File: src/rtl/adder_serial_ctrl.sv
// adder_serial_ctrl: WIDTH-bit add/subtract built from one 4-bit adder stepped
// over WIDTH/4 cycles, least-significant nibble first, with the ripple carry
// held in a register between steps. Also holds the shared adder_4bits datapath.

module adder_4bits (
   input  logic [3:0] a,
   input  logic [3:0] b,
   input  logic       ci,
   output logic [3:0] s,
   output logic       co
);

   logic [4:0] sum;

   // Plain 4-bit ripple add with carry in/out
   always_comb begin
      sum = {1'b0, a} + {1'b0, b} + {4'b0000, ci};
      s   = sum[3:0];
      co  = sum[4];
   end

endmodule

module adder_serial_ctrl #(
   parameter int unsigned WIDTH = 16
) (
   input  logic             clk,
   input  logic             rst,
   input  logic             start,
   input  logic             sub,
   input  logic [WIDTH-1:0] a,
   input  logic [WIDTH-1:0] b,
   input  logic             ci,
   output logic             busy,
   output logic             done,
   output logic [WIDTH-1:0] s,
   output logic             co,
   output logic             ovf
);

   localparam int unsigned N  = WIDTH / 4;
   localparam int unsigned IW = (N > 1) ? $clog2(N) : 1;

   typedef enum logic [1:0] {
      IDLE,
      RUN,
      DONE
   } state_t;

   state_t           state_q;
   logic [WIDTH-1:0] opa_q;
   logic [WIDTH-1:0] opb_q;
   logic [WIDTH-1:0] result_q;
   logic [WIDTH-1:0] result_d;
   logic [WIDTH-1:0] s_q;
   logic [IW-1:0]    idx_q;
   logic             carry_q;
   logic             busy_q;
   logic             done_q;
   logic             co_q;
   logic             ovf_q;

   logic [3:0]       nib_a;
   logic [3:0]       nib_b;
   logic [3:0]       nib_s;
   logic             nib_co;
   logic             last_d;
   logic             ovf_d;

   // Select the active nibble of each latched operand and splice its sum into the result
   always_comb begin
      nib_a    = opa_q[{idx_q, 2'b00} +: 4];
      nib_b    = opb_q[{idx_q, 2'b00} +: 4];
      result_d = result_q;
      result_d[{idx_q, 2'b00} +: 4] = nib_s;
      last_d   = (idx_q == IW'(N - 1));
      ovf_d    = (opa_q[WIDTH-1] == opb_q[WIDTH-1]) && (nib_s[3] != opa_q[WIDTH-1]);
   end

   adder_4bits u_adder (
      .a  (nib_a),
      .b  (nib_b),
      .ci (carry_q),
      .s  (nib_s),
      .co (nib_co)
   );

   // Sequencer: accept in IDLE, one nibble per RUN cycle, one-cycle DONE pulse.
   // The working result is separate from s so s only moves on the final nibble.
   always_ff @(posedge clk) begin
      if (rst) begin
         state_q  <= IDLE;
         opa_q    <= '0;
         opb_q    <= '0;
         result_q <= '0;
         s_q      <= '0;
         idx_q    <= '0;
         carry_q  <= 1'b0;
         busy_q   <= 1'b0;
         done_q   <= 1'b0;
         co_q     <= 1'b0;
         ovf_q    <= 1'b0;
      end else begin
         done_q <= 1'b0;
         unique case (state_q)
            IDLE: begin
               if (start) begin
                  opa_q    <= a;
                  opb_q    <= sub ? ~b : b;
                  carry_q  <= sub ? 1'b1 : ci;
                  idx_q    <= '0;
                  result_q <= '0;
                  busy_q   <= 1'b1;
                  state_q  <= RUN;
               end
            end
            RUN: begin
               result_q <= result_d;
               carry_q  <= nib_co;
               if (last_d) begin
                  s_q     <= result_d;
                  co_q    <= nib_co;
                  ovf_q   <= ovf_d;
                  done_q  <= 1'b1;
                  state_q <= DONE;
               end else begin
                  idx_q <= idx_q + IW'(1);
               end
            end
            DONE: begin
               busy_q  <= 1'b0;
               state_q <= IDLE;
            end
            default: begin
               busy_q  <= 1'b0;
               state_q <= IDLE;
            end
         endcase
      end
   end

   // Outputs come straight from registers
   always_comb begin
      busy = busy_q;
      done = done_q;
      s    = s_q;
      co   = co_q;
      ovf  = ovf_q;
   end

endmodule

File: config.mk
export PLATFORM = sky130hd
export DESIGN_NAME = adder_serial_ctrl
export DESIGN_NICKNAME = d
export VERILOG_FILES = /design/src/rtl/adder_serial_ctrl.sv
export SDC_FILE = /design/constraint.sdc
export NUM_CORES = 1
export LEC_CHECK = 0
export ABC_AREA = 1
export ABC_CLOCK_PERIOD_IN_PS = 6300
export CORE_MARGIN = 3
export CORE_UTILIZATION = 57
export CTS_CLUSTER_DIAMETER = 80
export DETAILED_ROUTE_END_ITERATION = 6
export PLACE_DENSITY = 0.84
export SLEW_MARGIN = 20
export SYNTH_ARGS = -nofsm -noshare
export SYNTH_HDL_FRONTEND = slang
export SYNTH_SLANG_ARGS = --single-unit
File: constraint.sdc
create_clock -name clk -period 6.3 [get_ports clk]
set_clock_uncertainty 0.05 [all_clocks]
set_input_delay 0.63 -clock clk [delete_from_list [all_inputs] [get_ports clk]]
set_output_delay 0.63 -clock clk [all_outputs]
set_load 0.1 [all_outputs]
Word level (Yosys, flattened, before mapping):

Index checks and enable logic that the tools add are counted.

* register bits: 73
* input port bits: 37
* output and inout bits: 20
* word-level logic and storage cells: 54

* $add $sub $neg: 4
* eq/ne operators: 7
* shift operators: 4
* mux-type cells: 16
* bitwise logic cells: 2
* reduce and logical (&&, ||, !) cells: 10

Operators by type and width (number)
* $mux 16: 2
* $pmux 16 s2: 1
* $shiftx 16x5->4: 2
* $bwmux 16: 1
* $not 16->16: 1
* $shift 4x6->16 const A: 1
* $shiftx 4x6->16: 1
* $reduce_and 2->1: 5
* $mux 2: 4
* $pmux 2 s2: 2
* $ne 2x2->1 const B: 3
* $neg 4->6: 1
* $add 4x4->5: 1
* $add 5x1->5: 1
* $mux 1: 4
* $pmux 1 s2: 2
* $reduce_and 3->1: 1
* $add 2x1->2 const B: 1
* $eq 2x1->1 const B: 1
* $eq 2x2->1 const B: 1
* $logic_not 2->1: 1
* $reduce_bool 2->1: 1
* $reduce_or 2->1: 1
* $eq 1x1->1: 1
* other kinds (3): 3

Depth between registers and ports, before layout:

* depth in word-level cells: 6
* depth in mapped cells: 15
* mapped depth without buffers: 14

Hierarchy:

A second synthesis with hierarchy kept.

* cells, all modules: 476
* area total of the unflattened synthesis: 3613.5 um^2

By module, submodules not included
* adder_serial_ctrl: times used 1, cells an instance 451, area each 3448.3 um^2, sequential area each 1461.4 um^2
* adder_4bits: times used 1, cells an instance 25, area each 165.2 um^2, sequential area each 0.0 um^2

Least setup slack after synthesis:

No wires, ideal clock.

* kind: register -> register
* start point: reg idx_q[0]
* end point: reg result_q[5]
* setup time: 0.070 ns
* data arrival time: 2.493 ns
* required time: 6.180 ns
* slack: 3.686 ns
* cell stages (with the launch flop): 15
* path buffers: 2
* period minus slack after synthesis: 2.614 ns
* cell sequence: dfxtp_1 -> inv_1 -> buf_4 -> buf_2 -> nor2_1 -> o22ai_1 -> fa_1 -> inv_1 -> fa_1 -> nor2_1 -> inv_1 -> nor2_1 -> a22o_1 -> nand2_1 -> a21oi_1

* cells in the longest elaborated chain, start to end: 6
* elaborated cells on any way between the ends: 9
* classes of those cells: 3 x add/sub; 4 x shift; 2 x mux

RTL lines
* start: declaration: line 56 `logic [IW-1:0] idx_q;`
* start signal: assignment: line 127 `idx_q <= idx_q + IW'(1);`
* $shiftx 16x5->4, on equally long branches: line 72, 73
* $add 4x4->5: line 17 `sum = {1'b0, a} + {1'b0, b} + {4'b0000, ci};`
* $add 5x1->5: line 17
* $shiftx 4x6->16: line 75 `result_d[{idx_q, 2'b00} +: 4] = nib_s;`
* $bwmux 16 *: line 75
* $pmux 16 s2 *: line 105 `unique case (state_q)`
* end signal: assignment: line 118 `result_q <= result_d;`
* end: declaration: line 53 `logic [WIDTH-1:0] result_q;`

Every way passes the cells marked *; elsewhere a longest branch is shown, timed or not.
A chain may end at the register's enable or synchronous reset.

Worst setup path after layout:

Same ends and word-level chain as after synthesis.

==> results_dict.tcl <==
set metrics [dict create \
    dp_worst_setup_slack_ns 2.700 \
    power_leakage_nw 1.653 \
    crit_arrival_ns 3.98 \
    post-route-drc-count 0 \
    chipHeight_um 83.34 \
    row_count 27 \
    ant_nets 0 \
    fin_ws_ns 2.560 \
    synth.distinct_cells 35 \
    finalSetupTns_ns 0 \
    tightest_slew_ns 0.9780 \
    grt_max_degree 48 \
    cts_sinks 73 \
    pin_count 57 \
    hpwl_mm 5.431 \
    die_area_sq_um 6946 \
    hold_path_class "reg -> reg" \
    layout_common_cells "nor2_1 (76), nand2_1 (74), dfxtp_1 (73)" \
    syn_nets 491 \
    drt_iter0_markers 264 \
    place.gp.congestion 0.8935 \
    reg2reg_depth 12 \
    nFillCells 423 \
    syn_area_sq_um 3410 \
    drive_gt1_share_pct 6.110 \
    end_kind "flop" \
    grt_pass1_wl_mm 13.40 \
    vdd_drop_max_v 0.0002338 \
    final_common_cell "nor2_1" \
    slew_headroom_pct 34.60 \
    cp_data_required_time_ns 6.54 \
    maxCapViolCount 0 \
    start_util_pct 60.43 \
    cts.reportedPaths.clkPinSlew_ns 0.08 \
    power.density_nw_per_um2 262.0 \
    timing.fmax_mhz 267.4 \
    antenna_found_initial 0 \
    cts.hold.buffers_added 0 \
    start_kind "flop" \
    grt_pass1_vias 2950 \
    insertion_delay_ns 0.35 \
    post_cts_resized 0 \
    via_count 3133 \
    diodes 0 \
    port_buffers 56 \
    post-cts-setup-buffer-count 0 \
    overflow 0 \
    path_class "reg -> reg" \
    syn_avg_cell_area_sq_um 7.696 \
    synth_seq_cells 73 \
    min_period_ns 3.740 \
    yosysSeqAreaShare_pct 42.86 \
    holdWs_ns 0.4209 \
    period_share_pct 59.36 \
    syn_inst 443 \
    cts_tree "yes" \
    rsz0062_at_grt "false" \
    first_pass_iters 6 \
    core_sq_um 5642 \
    hold_depth 2 \
    vias_per_cell 5.565 \
    clockRootBuffer "clkbuf_8" \
    die_x_um 83.34 \
    grt_usage_pct 23.34 \
    status "finished, final reports clean" \
    drv_slew 0 \
    cts_buffers 9 \
    syn_to_final_growth_pct 21.54 \
    routed_wl_mm 7.946 \
    htree_levels 3 \
    nNetsFinal 534 \
    post_drt_wl_per_cell_um 14.11 \
    setup_violations 0 \
    yosysWarnings 0 \
    finalHoldViolCount 0 \
    worst-path-max-fanout 27 \
    ctsLongestPathBuffers 2 \
]
-- flip-flops by register name, indices dropped and copies added, names as in the netlist --
signal / flops
carry_q: 1
opa_q: 16
co: 1
busy: 1
s: 16
state_q: 2
opb_q: 16
done: 1
idx_q: 2
result_q: 16
ovf: 1
-- cell usage after synthesis --
| library cell | number | area, sq um |
|---|---|---|
| a32oi_1 | 2 | 17.52 |
| dfxtp_1 | 73 | 1461 |
| a211oi_1 | 15 | 112.6 |
| clkinv_1 | 1 | 3.750 |
| o21ai_2 | 1 | 8.760 |
| inv_2 | 5 | 18.77 |
| o21a_1 | 3 | 22.52 |
| o21bai_1 | 2 | 15.01 |
| nand2_1 | 74 | 277.8 |
| a22o_1 | 1 | 8.760 |
| ha_1 | 9 | 112.6 |
| o21ai_0 | 43 | 215.2 |
| nand4_1 | 3 | 18.77 |
| clkbuf_1 | 8 | 30.03 |
| xor2_1 | 2 | 17.52 |
| nor3_1 | 1 | 5.000 |
| nand2_2 | 1 | 6.260 |
| inv_1 | 26 | 97.59 |
| nor2_4 | 1 | 11.26 |
| o22ai_1 | 6 | 37.54 |
| a21oi_1 | 20 | 100.1 |
| buf_2 | 9 | 45.04 |
| nor2_1 | 76 | 285.3 |
| nand3_1 | 23 | 115.1 |
| nor3_2 | 1 | 10.01 |
| buf_1 | 1 | 3.750 |
| xnor2_1 | 15 | 131.4 |
| a22oi_1 | 4 | 30.03 |
| buf_4 | 6 | 45.04 |
| buf_6 | 2 | 22.52 |
| fa_1 | 2 | 40.04 |
| nor2_8 | 1 | 20.02 |
| a2bb2oi_1 | 4 | 35.03 |
| nand4_4 | 1 | 21.27 |
| nor2_2 | 1 | 6.260 |
-- area by class of cell --
| type | instances | area (sq um) | area share (%) |
|---|---|---|---|
| clock buffer | 12 | 165.2 | 3.986 |
| clock inverter | 4 | 50.05 | 1.208 |
| inverter | 32 | 120.1 | 2.899 |
| multi-input combinational | 312 | 1682 | 40.58 |
| sequential | 73 | 1461 | 35.27 |
| tap | 72 | 90.09 | 2.174 |
| timing repair buffer | 58 | 575.6 | 13.89 |
-- routing by layer --
| layer | GRT usage [%] | wire length [um] | vias up |
|---|---|---|---|
| met2 | 40.45 | 3954 | 102 |
| met5 | 0 | 0 | - |
| met3 | 4.563 | 449 | 14 |
| li1 | - | - | 1547 |
| met4 | 11.00 | 167 | 0 |
| met1 | 27.58 | 3375 | 1470 |
-- logic make-up (layout without fill, tap and decap cells) --
logic type	Yosys count	in the layout	share of synthesized area (%)
flip-flops	73	73	42.86
AND/OR/NAND/NOR	183	183	22.79
XOR/XNOR	17	17	4.367
adder cells (fa/ha/maj)	11	11	4.477
AO/OA/AOI/OAI	101	101	17.69
buffers and inverters	58	106	7.816
-- final timing paths --
path	startpoint	endpoint	slack (ns)
min	result_q[2]$_SDFFE_PP0P_	result_q[2]$_SDFFE_PP0P_	0.42
max reg2reg	idx_q[0]$_SDFFE_PP0P_	result_q[5]$_SDFFE_PP0P_	2.56
min reg2reg	result_q[2]$_SDFFE_PP0P_	result_q[2]$_SDFFE_PP0P_	0.42
max	idx_q[0]$_SDFFE_PP0P_	result_q[5]$_SDFFE_PP0P_	2.56
-- report_power, final --
group | switching [W] | internal (W)
registers | 0.0000181 | 0.000484
logic | 0.000117 | 0.0000764
clock network | 0.000176 | 0.000215
total | 0.000311 | 0.000775
-- per-stage QoR --
stage | util, % | power (W) | cell area (sq um) | cells
6_report | 73.45 | 0.001086 | 4144 | 563
5_1_grt | 73.45 | 0.001129 | 4144 | 563
4_1_cts | 73.45 | 0.001085 | 4144 | 563
3_5_place_dp | 69.64 | 0.0007016 | 3929 | 547
3_3_place_gp | 69.64 | 0.0006956 | 3929 | 547
2_1_floorplan | - | 0.0006457 | 3410 | 443
-- critical path, stage by stage (launching register included) --
cell	delay, ns
dfxtp_1	0.91
inv_1	0.60
o21ai_0	0.32
o22ai_1	0.12
fa_1	0.42
inv_1	0.08
fa_1	0.42
nor2_1	0.14
inv_1	0.05
nor2_1	0.17
a22o_1	0.20
nand2_1	0.06
a21oi_1	0.13
No activity file was read; power rests on OpenSTA's default activity.
